==> src/rtl/data_mem_arbiter_pkg.sv <==
// Shared types and constants for the data_mem arbiter: FSM encoding, requester ids
// and the default memory depth.
package data_mem_arb_pkg;

    typedef enum logic [1:0] {
        IDLE     = 2'd0,
        ACCESS   = 2'd1,
        COMPLETE = 2'd2
    } state_e;

    localparam int REQ_REGS      = 0;
    localparam int REQ_ACC       = 1;
    localparam int REQ_PC        = 2;
    localparam int REQ_CRYPTO    = 3;
    localparam int DEPTH_DEFAULT = 400;

endpackage

==> src/rtl/data_mem_arbiter_if.sv <==
// Bus bundle between the requesters, the arbiter and data_mem.
// Handshake: a requester raises req[i] with we/addr/wdata stable and keeps them so until it
// sees its one-cycle ack[i]; err and rdata are meaningful only in that ack cycle.
interface data_mem_arbiter_if #(
    parameter int N_REQ = 4,
    parameter int AW    = 9,
    parameter int DW    = 16
);
    logic [N_REQ-1:0]    req;
    logic [N_REQ-1:0]    we;
    logic [N_REQ*AW-1:0] addr;
    logic [N_REQ*DW-1:0] wdata;
    logic [N_REQ-1:0]    ack;
    logic                err;
    logic [DW-1:0]       rdata;
    logic                busy;
    logic [AW-1:0]       mem_addr;
    logic [DW-1:0]       mem_wdata;
    logic                mem_we;
    logic [DW-1:0]       mem_rdata;
    logic [1:0]          state;

    modport master (
        output req, we, addr, wdata, mem_rdata,
        input  ack, err, rdata, busy, mem_addr, mem_wdata, mem_we, state
    );

    modport slave (
        input  req, we, addr, wdata, mem_rdata,
        output ack, err, rdata, busy, mem_addr, mem_wdata, mem_we, state
    );

endinterface

==> src/rtl/data_mem_arbiter_rr_arbiter.sv <==
// Combinational round-robin picker: first asserted request at or after ptr, wrapping.
module rr_arbiter #(
    parameter int N  = 4,
    parameter int IW = (N > 1) ? $clog2(N) : 1
) (
    input  logic [N-1:0]  req,
    input  logic [IW-1:0] ptr,
    output logic [N-1:0]  gnt,
    output logic [IW-1:0] gnt_id
);
    int unsigned idx;
    logic        found;

    always_comb begin
        gnt    = '0;
        gnt_id = '0;
        found  = 1'b0;
        idx    = 0;
        for (int i = 0; i < N; i++) begin
            idx = (32'(ptr) + 32'(i)) % 32'(N);
            if (!found && req[idx]) begin
                found       = 1'b1;
                gnt[idx]    = 1'b1;
                gnt_id      = IW'(idx);
            end
        end
    end

endmodule

==> src/rtl/data_mem_arbiter.sv <==
// Round-robin arbiter sharing the single data_mem port among four requesters; one access
// per IDLE -> ACCESS -> COMPLETE transaction, out-of-range addresses complete with err.
module data_mem_arbiter
    import data_mem_arb_pkg::*;
#(
    parameter int N_REQ = 4,
    parameter int AW    = 9,
    parameter int DW    = 16,
    parameter int DEPTH = DEPTH_DEFAULT
) (
    input logic              clk,
    input logic              rst,
    data_mem_arbiter_if.slave bus
);
    localparam int IW = (N_REQ > 1) ? $clog2(N_REQ) : 1;

    localparam logic [1:0] S_IDLE     = IDLE;
    localparam logic [1:0] S_ACCESS   = ACCESS;
    localparam logic [1:0] S_COMPLETE = COMPLETE;

    logic [1:0]       state;
    logic [IW-1:0]    rr_ptr;
    logic [IW-1:0]    gnt_id;
    logic [IW-1:0]    next_ptr;
    logic [IW-1:0]    win_id;
    logic [N_REQ-1:0] eligible;
    logic [N_REQ-1:0] gnt;
    logic             lat_we;
    logic             err_pending;
    logic [AW-1:0]    sel_addr;
    logic [DW-1:0]    sel_wdata;
    logic             sel_we;
    logic             sel_in_range;

    // The requester being acked this cycle still has req high; keep it out of the race.
    assign eligible = bus.req & ~bus.ack;

    rr_arbiter #(.N(N_REQ), .IW(IW)) u_rr (
        .req    (eligible),
        .ptr    (rr_ptr),
        .gnt    (gnt),
        .gnt_id (gnt_id)
    );

    assign sel_addr     = bus.addr[int'(gnt_id)*AW +: AW];
    assign sel_wdata    = bus.wdata[int'(gnt_id)*DW +: DW];
    assign sel_we       = bus.we[gnt_id];
    assign sel_in_range = 32'(sel_addr) < 32'(DEPTH);
    assign next_ptr     = (gnt_id == IW'(N_REQ - 1)) ? '0 : gnt_id + 1'b1;

    assign bus.busy  = (state == S_ACCESS) || (state == S_COMPLETE);
    assign bus.state = state;

    always_ff @(posedge clk or posedge rst) begin
        if (rst) begin
            state         <= S_IDLE;
            rr_ptr        <= '0;
            win_id        <= '0;
            lat_we        <= 1'b0;
            err_pending   <= 1'b0;
            bus.ack       <= '0;
            bus.err       <= 1'b0;
            bus.rdata     <= '0;
            bus.mem_addr  <= '0;
            bus.mem_wdata <= '0;
            bus.mem_we    <= 1'b0;
        end else begin
            bus.ack   <= '0;
            bus.err   <= 1'b0;
            bus.rdata <= '0;
            case (state)
                S_IDLE: begin
                    if (|gnt) begin
                        win_id <= gnt_id;
                        lat_we <= sel_we;
                        rr_ptr <= next_ptr;
                        if (sel_in_range) begin
                            bus.mem_addr  <= sel_addr;
                            bus.mem_wdata <= sel_wdata;
                            bus.mem_we    <= sel_we;
                            err_pending   <= 1'b0;
                            state         <= S_ACCESS;
                        end else begin
                            // Skip ACCESS entirely so data_mem never sees the bad address.
                            err_pending <= 1'b1;
                            state       <= S_COMPLETE;
                        end
                    end
                end
                S_ACCESS: begin
                    bus.mem_we <= 1'b0;
                    state      <= S_COMPLETE;
                end
                S_COMPLETE: begin
                    bus.ack[win_id] <= 1'b1;
                    bus.err         <= err_pending;
                    bus.rdata       <= (!lat_we && !err_pending) ? bus.mem_rdata : '0;
                    state           <= S_IDLE;
                end
                default: state <= S_IDLE;
            endcase
        end
    end

endmodule

==> src/flat_wrapper.sv <==
// flat-port wrapper written by rule: the top's interface ports become plain ports
module data_mem_arbiter_flat import data_mem_arb_pkg::*;
#(
    parameter int N_REQ = 4,
    parameter int AW    = 9,
    parameter int DW    = 16,
    parameter int DEPTH = DEPTH_DEFAULT
)
  (clk, rst, bus_req, bus_we, bus_addr, bus_wdata, bus_mem_rdata, bus_ack, bus_err, bus_rdata, bus_busy, bus_mem_addr, bus_mem_wdata, bus_mem_we, bus_state);
  data_mem_arbiter_if #(.N_REQ(N_REQ), .AW(AW), .DW(DW)) bus_i ();
  input logic clk;
  input logic rst;
  input wire logic [$bits(bus_i.req)-1:0] bus_req;
  input wire logic [$bits(bus_i.we)-1:0] bus_we;
  input wire logic [$bits(bus_i.addr)-1:0] bus_addr;
  input wire logic [$bits(bus_i.wdata)-1:0] bus_wdata;
  input wire logic [$bits(bus_i.mem_rdata)-1:0] bus_mem_rdata;
  output wire logic [$bits(bus_i.ack)-1:0] bus_ack;
  output wire logic [$bits(bus_i.err)-1:0] bus_err;
  output wire logic [$bits(bus_i.rdata)-1:0] bus_rdata;
  output wire logic [$bits(bus_i.busy)-1:0] bus_busy;
  output wire logic [$bits(bus_i.mem_addr)-1:0] bus_mem_addr;
  output wire logic [$bits(bus_i.mem_wdata)-1:0] bus_mem_wdata;
  output wire logic [$bits(bus_i.mem_we)-1:0] bus_mem_we;
  output wire logic [$bits(bus_i.state)-1:0] bus_state;
  assign bus_i.req = bus_req;
  assign bus_i.we = bus_we;
  assign bus_i.addr = bus_addr;
  assign bus_i.wdata = bus_wdata;
  assign bus_i.mem_rdata = bus_mem_rdata;
  assign bus_ack = bus_i.ack;
  assign bus_err = bus_i.err;
  assign bus_rdata = bus_i.rdata;
  assign bus_busy = bus_i.busy;
  assign bus_mem_addr = bus_i.mem_addr;
  assign bus_mem_wdata = bus_i.mem_wdata;
  assign bus_mem_we = bus_i.mem_we;
  assign bus_state = bus_i.state;
  data_mem_arbiter #(.N_REQ(N_REQ), .AW(AW), .DW(DW), .DEPTH(DEPTH)) u_core (.clk(clk), .rst(rst), .bus(bus_i));
endmodule
==> config.mk <==
export PLATFORM = sky130hd
export DESIGN_NAME = data_mem_arbiter_flat
export DESIGN_NICKNAME = d
export VERILOG_FILES = /design/src/rtl/data_mem_arbiter_pkg.sv /design/src/rtl/data_mem_arbiter_if.sv /design/src/rtl/data_mem_arbiter_rr_arbiter.sv /design/src/rtl/data_mem_arbiter.sv /design/src/flat_wrapper.sv
export SDC_FILE = /design/constraint.sdc
export NUM_CORES = 1
export LEC_CHECK = 0
export BUFFER_PORTS_ARGS = -buffer_cell sky130_fd_sc_hd__buf_2
export CELL_PAD_IN_SITES_DETAIL_PLACEMENT = 0
export CELL_PAD_IN_SITES_GLOBAL_PLACEMENT = 2
export CORE_ASPECT_RATIO = 0.5
export CORE_MARGIN = 2
export CORE_UTILIZATION = 23
export CTS_CLUSTER_SIZE = 20
export DETAILED_ROUTE_END_ITERATION = 10
export PLACE_DENSITY_LB_ADDON = 0.12
export SYNTH_ARGS = -nofsm -noshare
export SYNTH_HDL_FRONTEND = slang
export SYNTH_SLANG_ARGS = --single-unit
==> constraint.sdc <==
create_clock -name clk -period 3.1 [get_ports clk]
set_clock_uncertainty 0.1 [all_clocks]
set_input_delay 0.465 -clock clk [delete_from_list [all_inputs] [get_ports clk]]
set_output_delay 0.465 -clock clk [all_outputs]
set_load 0.005 [all_outputs]
==> results of run 1 <==
[kinds of logic (layout without fill, tap and decap cells)]
| group | after synthesis | count (layout) | synth area share |
|---|---|---|---|
| AO/OA/AOI/OAI | 85 | 85 | 0.183 |
| AND/OR/NAND/NOR | 142 | 142 | 0.211 |
| XOR/XNOR | 1 | 1 | 0.00256 |
| buffers and inverters | 30 | 233 | 0.0417 |
| adder cells (fa/ha/maj) | 11 | 11 | 0.0403 |
| multiplexers | 34 | 34 | 0.119 |
| flip-flops | 55 | 55 | 0.403 |
[area by class of cell]
class	instances	area [sq um]	area share
clock buffer	6	129	0.0254
clock inverter	2	38.8	0.00763
inverter	7	28.8	0.00566
multi-input combinational	273	2010	0.395
sequential	55	1380	0.271
tap	198	248	0.0487
timing repair buffer	218	1260	0.247
[worst max-delay path, cell delays in order, from the launching register on]
cell and delay, ps:
dfrtp_1 390, inv_2 120, mux4_2 600, and2_4 210, a21o_4 230, mux2_4 320, o311ai_4 220, and3_4 290
buf_12 170, mux2_1 330
[per-layer routing]
layer,part of all wire,vias up
met5,0,-
met4,0.0050,0
met3,0.071,5
met2,0.48,88
met1,0.45,1589
li1,-,1685
[timing repair]
item	4_1_cts	5_1_grt
setup endpoints to repair	27	30
pin swaps	0	1
resized for setup	8	16
setup buffers	1	1
gates cloned	1	0
[cell usage in the layout, fill, tap and decap left out, drive strengths merged, types with 3 or more instances in the layout]
cell type  instances
a211oi            24
a22oi              3
a31oi             26
and2              42
buf              218
clkbuf             6
dfrtp             55
ha                11
inv                8
mux2              27
mux2i              5
nand2             61
nand2b             7
nand3              3
nand3b             3
nor2               9
nor2b              6
o211ai             3
o21ai              9
o311ai             3
[how the worst max path moves through the flow]
stage                                                end                         start  slack [ps]
floorplan             u_core.bus.mem_addr[1]$_DFFE_PP0P_  u_core.rr_ptr[1]$_DFFE_PP0P_         -60
detailed placement  u_core.bus.mem_wdata[12]$_DFFE_PP0P_                    bus_req[3]        -170
global route        u_core.bus.mem_wdata[11]$_DFFE_PP0P_  u_core.rr_ptr[1]$_DFFE_PP0P_        -100
CTS                   u_core.bus.mem_addr[5]$_DFFE_PP0P_  u_core.rr_ptr[1]$_DFFE_PP0P_         -30
finish                u_core.bus.mem_addr[2]$_DFFE_PP0P_  u_core.rr_ptr[1]$_DFFE_PP0P_         -20
global placement         u_core.bus.state[1]$_DFFE_PP0P_                    bus_req[3]        -150
[state kept, by name (all words and copies together) (netlist names)]
register	flops
u_core.bus.mem_we	1
u_core.bus.state	2
u_core.bus.rdata	16
u_core.lat_we	1
u_core.err_pending	1
u_core.rr_ptr	2
u_core.win_id	2
u_core.bus.ack	4
u_core.bus.mem_addr	9
u_core.bus.err	1
u_core.bus.mem_wdata	16
[where the power goes]
group / leakage (nW) / total, mW / internal, mW / switching [mW]
clock: 0.0815 / 0.666 / 0.386 / 0.281
combinational: 1.76 / 4.03 / 2.01 / 2.02
sequential: 0.691 / 1.16 / 1.02 / 0.139
==> reports/metrics.json, run 1 <==
{
  "sta": {
    "maxClockFrequency_mhz": 320,
    "grt_setup_unrepaired": "true",
    "final-max-slew-violation-count": 0,
    "layout_min_cycle_time_ps": 3120,
    "fin_crit_sh": 1.01,
    "timing.final.hold_violations": 0,
    "final_setup_violation_count": 11,
    "worst-slew-pin-transition_ps": 625,
    "worst_slew_margin": 0.582,
    "setup_ws_ps": -20.2,
    "final.setup.tns_ps": -154,
    "fin_worst_hold_slack_ps": 132
  },
  "global_route": {
    "antenna_found_initial": 0,
    "grt.total_usage": 0.145,
    "global_route.peak_usage_layer": "met2",
    "grt_overflow": 0,
    "vias_in_the_first_global_route": 3336,
    "global_route.usage.met1": 0.188,
    "met2_track_utilization_from_global_routing": 0.239,
    "grt_first_pass_wirelength_mm": 18.1,
    "use_met3": 0.0465,
    "grt_max_degree": 49
  },
  "synth": {
    "synthTopCellsByArea": "dfrtp_1 (40%), and2_1 (7.5%), nand2_1 (6.7%)",
    "synth_warnings": 0,
    "ys_seq_area_frac": 0.403,
    "number_of_flops_mapped_to_enable_cells_by_yosys": 0,
    "synth_top_flop_cell": "dfrtp_1",
    "synth_top_cell_by_area": "dfrtp_1",
    "yosysUniqueCellTypes": 51,
    "synth.cell_area_sq_um": 3420,
    "ys_seq_elements": 55,
    "synth_async_sr_flop_share": 1.00,
    "synthMostInstantiatedCell": "nand2_1",
    "synth.net_count": 495,
    "synthDominantCellAreaShare": 0.403,
    "avgSynthCellArea_sq_um": 9.55,
    "synthCells": 358,
    "synth_commonest_cells": "nand2_1 (61), dfrtp_1 (55), and2_1 (41), a31oi_1 (26), a211oi_1 (24)"
  },
  "power_and_ir_drop": {
    "static-leakage-power_nw": 2.53,
    "power.density_nw_per_um2": 1150,
    "vdd.ir_drop.worst_mv": 0.468,
    "p_total_mw": 5.85
  },
  "status": {
    "failed_checks": "setup timing",
    "outcome": "complete, but fails checks"
  },
  "detailed_routing": {
    "drt-wirelength-per-cell_um": 15.4,
    "route.detailed.vias_per_inst": 4.44,
    "drt_iter0_markers": 98,
    "number_of_nets_still_failing_antenna_checks_after_routing": 0,
    "dr_total_vias": 3367,
    "drc_errors": 0,
    "wl_mm": 11.7,
    "drt_pre_antenna_iters": 4
  },
  "place": {
    "dp.final_hpwl_mm": 8.92,
    "placer_congestion": 0.766,
    "place_area_sq_um": 4800,
    "port-buffer-count": 175,
    "pre_cts_setup_slack_ps": -170,
    "dpl.cell_count": 748
  },
  "cts": {
    "cts.reportedPaths.clkPinSlew_ps": 80,
    "clock_tree.root_cell": "clkbuf_16",
    "worst_skew_pair.late_latency_ps": 300,
    "cts-hold-fix-buffers": 0,
    "cts_inserted_buffers": 5,
    "h-tree-depth": 2,
    "clockBufferDepth": 2,
    "clkSinkCount": 55,
    "cts_tree": "built"
  },
  "floorplanning": {
    "rows": 31,
    "initial_cell_density_of_the_core": 0.236,
    "top_level_ports": 176,
    "fp.dieW_um": 176,
    "placeable_core_region_sq_um": 14500,
    "design.die.area_sq_um": 15900,
    "die_height_um": 90.2
  },
  "cells_and_area": {
    "final_cell_area_sq_um": 5080,
    "final_nets": 697,
    "syn2layout_area_growth_pct": 48.7,
    "layout-drive-gt1-share": 0.465,
    "number_of_standard_cells_in_the_layout_taps_in_and_fillers_out": 759,
    "nFillCells": 1559,
    "final_core_utilization": 0.350,
    "num_antenna_cells": 0
  },
  "critical_path": {
    "r2r-start": "u_core.rr_ptr[1]$_DFFE_PP0P_",
    "setup.reg_to_reg.worst_slack_ps": -20,
    "critPathRequiredTime_ps": 3180,
    "critPathArrivalTime_ps": 3200,
    "worstPathMaxFanout": 13,
    "worstReg2RegEnd": "u_core.bus.mem_addr[2]$_DFFE_PP0P_",
    "critical_path.startpoint_type": "flop",
    "critical_path_start_end_classification": "flop to flop",
    "worst-r2r-cell-count": 9,
    "worstSetupEndpointType": "flop"
  },
  "flow_run": {
    "maxCapViolCount": 0
  },
  "worst_hold_path": {
    "worst_hold_path_type": "input pin to async pin"
  }
}
Power figures use the tool's default switching activity.
==> inputs of run 2 (changes only) <==
--- a/config.mk
+++ b/config.mk
@@ -14,6 +14,7 @@
 export CTS_CLUSTER_SIZE = 20
 export DETAILED_ROUTE_END_ITERATION = 10
 export PLACE_DENSITY_LB_ADDON = 0.12
+export SETUP_SLACK_MARGIN = 0.3
 export SYNTH_ARGS = -nofsm -noshare
 export SYNTH_HDL_FRONTEND = slang
 export SYNTH_SLANG_ARGS = --single-unit
==> reports/metrics.json, run 2 (same netlist as run 1, synthesis figures left out) <==
{
  "cells_and_area": {
    "most_common_cell_after_layout_fill_and_taps_aside": "buf_2",
    "ff_latch_area_sq_um": 1380,
    "final_nets": 705,
    "nFillCells": 1541,
    "commonest_cells_after_routing_fill_and_taps_aside": "buf_2 (175), nand2_1 (61), dfrtp_1 (54)",
    "num_antenna_cells": 0,
    "area_taken_by_multi_input_logic_gates_sq_um": 2070,
    "layout-drive-gt1-share": 0.494,
    "syn2layout_area_growth_pct": 53.5,
    "largest_registers": "u_core.bus.mem_wdata (16), u_core.bus.rdata (16), u_core.bus.mem_addr (9)"
  },
  "critical_path": {
    "critPathRequiredTime_ps": 3180,
    "worstPathMaxFanout": 6,
    "r2r-start": "u_core.rr_ptr[1]$_DFFE_PP0P_",
    "critPathArrivalTime_ps": 3200,
    "worst-r2r-cell-count": 9,
    "critical_path.startpoint_type": "flop",
    "worstSetupEndpointType": "flop",
    "worstReg2RegEnd": "u_core.bus.mem_addr[6]$_DFFE_PP0P_",
    "critical_path_start_end_classification": "flop to flop",
    "setup.reg_to_reg.worst_slack_ps": -20
  },
  "power_and_ir_drop": {
    "static-leakage-power_nw": 2.61,
    "clockPowerShare": 0.097,
    "power.density_nw_per_um2": 1190,
    "switching_power_mw": 2.58,
    "switching_share": 0.414,
    "combinationalPowerShare": 0.717,
    "vdd.ir_drop.worst_mv": 0.466,
    "p_seq_frac": 0.186,
    "cell_internal_pwr_mw": 3.64
  },
  "floorplanning": {
    "die_height_um": 90.2,
    "top_level_ports": 176,
    "design.die.area_sq_um": 15900,
    "placeable_core_region_sq_um": 14500,
    "initial_cell_density_of_the_core": 0.236,
    "fp.dieW_um": 176,
    "rows": 31
  },
  "place": {
    "pre_cts_setup_slack_ps": -173,
    "port-buffer-count": 175,
    "dp.final_hpwl_mm": 8.85,
    "placer_congestion": 0.766
  },
  "detailed_routing": {
    "wl_mm": 12.0,
    "dr_total_vias": 3379,
    "drt_pre_antenna_iters": 4,
    "route.detailed.vias_per_inst": 4.41,
    "drt_iter0_markers": 155,
    "drt-wirelength-per-cell_um": 15.6,
    "drc_errors": 0,
    "number_of_nets_still_failing_antenna_checks_after_routing": 0
  },
  "global_route": {
    "grt_overflow": 0,
    "grt.total_usage": 0.144,
    "grt_max_degree": 49,
    "antenna_found_initial": 1,
    "vias_in_the_first_global_route": 3459,
    "grt_first_pass_wirelength_mm": 18.1
  },
  "cts": {
    "worst_skew_pair.late_latency_ps": 300,
    "clock_tree.root_cell": "clkbuf_16",
    "h-tree-depth": 2,
    "clockBufferDepth": 2,
    "cts_tree": "built",
    "cts.reportedPaths.clkPinSlew_ps": 80,
    "clkSinkCount": 55,
    "cts_inserted_buffers": 5
  },
  "status": {
    "failed_checks": "setup timing",
    "outcome": "complete, but fails checks"
  },
  "sta": {
    "maxClockFrequency_mhz": 321,
    "grt_setup_unrepaired": "true",
    "worst-slew-pin-transition_ps": 638,
    "setup_ws_ps": -16.8,
    "layout_min_cycle_time_ps": 3120,
    "worst_slew_margin": 0.574,
    "final.setup.tns_ps": -59.1,
    "final_setup_violation_count": 6,
    "fin_crit_sh": 1.01,
    "timing.final.hold_violations": 0,
    "final-max-slew-violation-count": 0
  },
  "worst_hold_path": {
    "worst_hold_path_type": "input pin to async pin"
  },
  "flow_run": {
    "maxCapViolCount": 0
  }
}
[run 2: how the worst max path moves through the flow]
stage,startpoint,to,slack (ps)
after floorplan,u_core.rr_ptr[1]$_DFFE_PP0P_,u_core.bus.mem_addr[1]$_DFFE_PP0P_,-60
after global placement,bus_req[3],u_core.bus.state[1]$_DFFE_PP0P_,-150
after detailed placement,bus_req[1],u_core.bus.mem_addr[7]$_DFFE_PP0P_,-170
after CTS,u_core.rr_ptr[1]$_DFFE_PP0P_,u_core.bus.mem_addr[5]$_DFFE_PP0P_,-30
after global routing,u_core.rr_ptr[1]$_DFFE_PP0P_,u_core.bus.mem_addr[6]$_DFFE_PP0P_,-100
final,u_core.rr_ptr[1]$_DFFE_PP0P_,u_core.bus.mem_addr[6]$_DFFE_PP0P_,-20
[run 2: area by class of cell]
class	count	share of cell area
Clock buffer	5	0.0238
Clock inverter	3	0.00525
Inverter	7	0.00549
Multi-Input combinational cell	273	0.394
Sequential cell	55	0.263
Tap cell	198	0.0472
Timing Repair Buffer	226	0.261
[run 2: layer usage]
| metal | global-route usage | part of all wire | vias to the layer above |
|---|---|---|---|
| met3 | 0.0482 | 0.069 | 4 |
| met5 | 0 | 0 | - |
| met2 | 0.240 | 0.47 | 94 |
| met1 | 0.185 | 0.46 | 1577 |
| li1 | - | - | 1704 |
| met4 | 0.0213 | 0.0057 | 0 |
[run 2: repair_timing]
item,4_1_cts,5_1_grt
hold buffers,0,0
pin swaps,6,6
setup buffers,4,4
cloned,1,2
setup endpoints to repair,33,34
gates resized for setup,18,26
endpoints found under the hold margin,0,0
[run 2: critical path, cell delays in order, from the launching register on]
cell and delay, ps:
dfrtp_1 390, inv_2 120, mux4_2 600, and2_4 190, a21o_4 230, mux2_4 330
o311ai_4 230, and3_4 310, clkbuf_16 180, mux2_2 320
[run 2: per-stage QoR]
stage | instances | util | total power, mW | area (sq um) | hold slack [ps]
2_1_floorplan | 358 | - | 3.53 | 3440 | 349
4_1_cts | 761 | 0.349 | 5.74 | 5060 | 155
3_5_place_dp | 748 | 0.331 | 4.86 | 4800 | 369
5_1_grt | 767 | 0.362 | 6.77 | 5250 | 195
6_report | 767 | 0.362 | 6.22 | 5250 | 135
3_3_place_gp | 748 | 0.331 | 4.85 | 4800 | 363
[run 2: power by group through the flow]
stage	Sequential [mW]	Combinational, mW	Clock, mW
global route	1.20	4.92	0.656
floorplan	1.20	2.33	0
global placement	1.16	3.69	0
finish	1.16	4.46	0.601
detailed placement	1.17	3.69	0
CTS	1.16	3.95	0.629
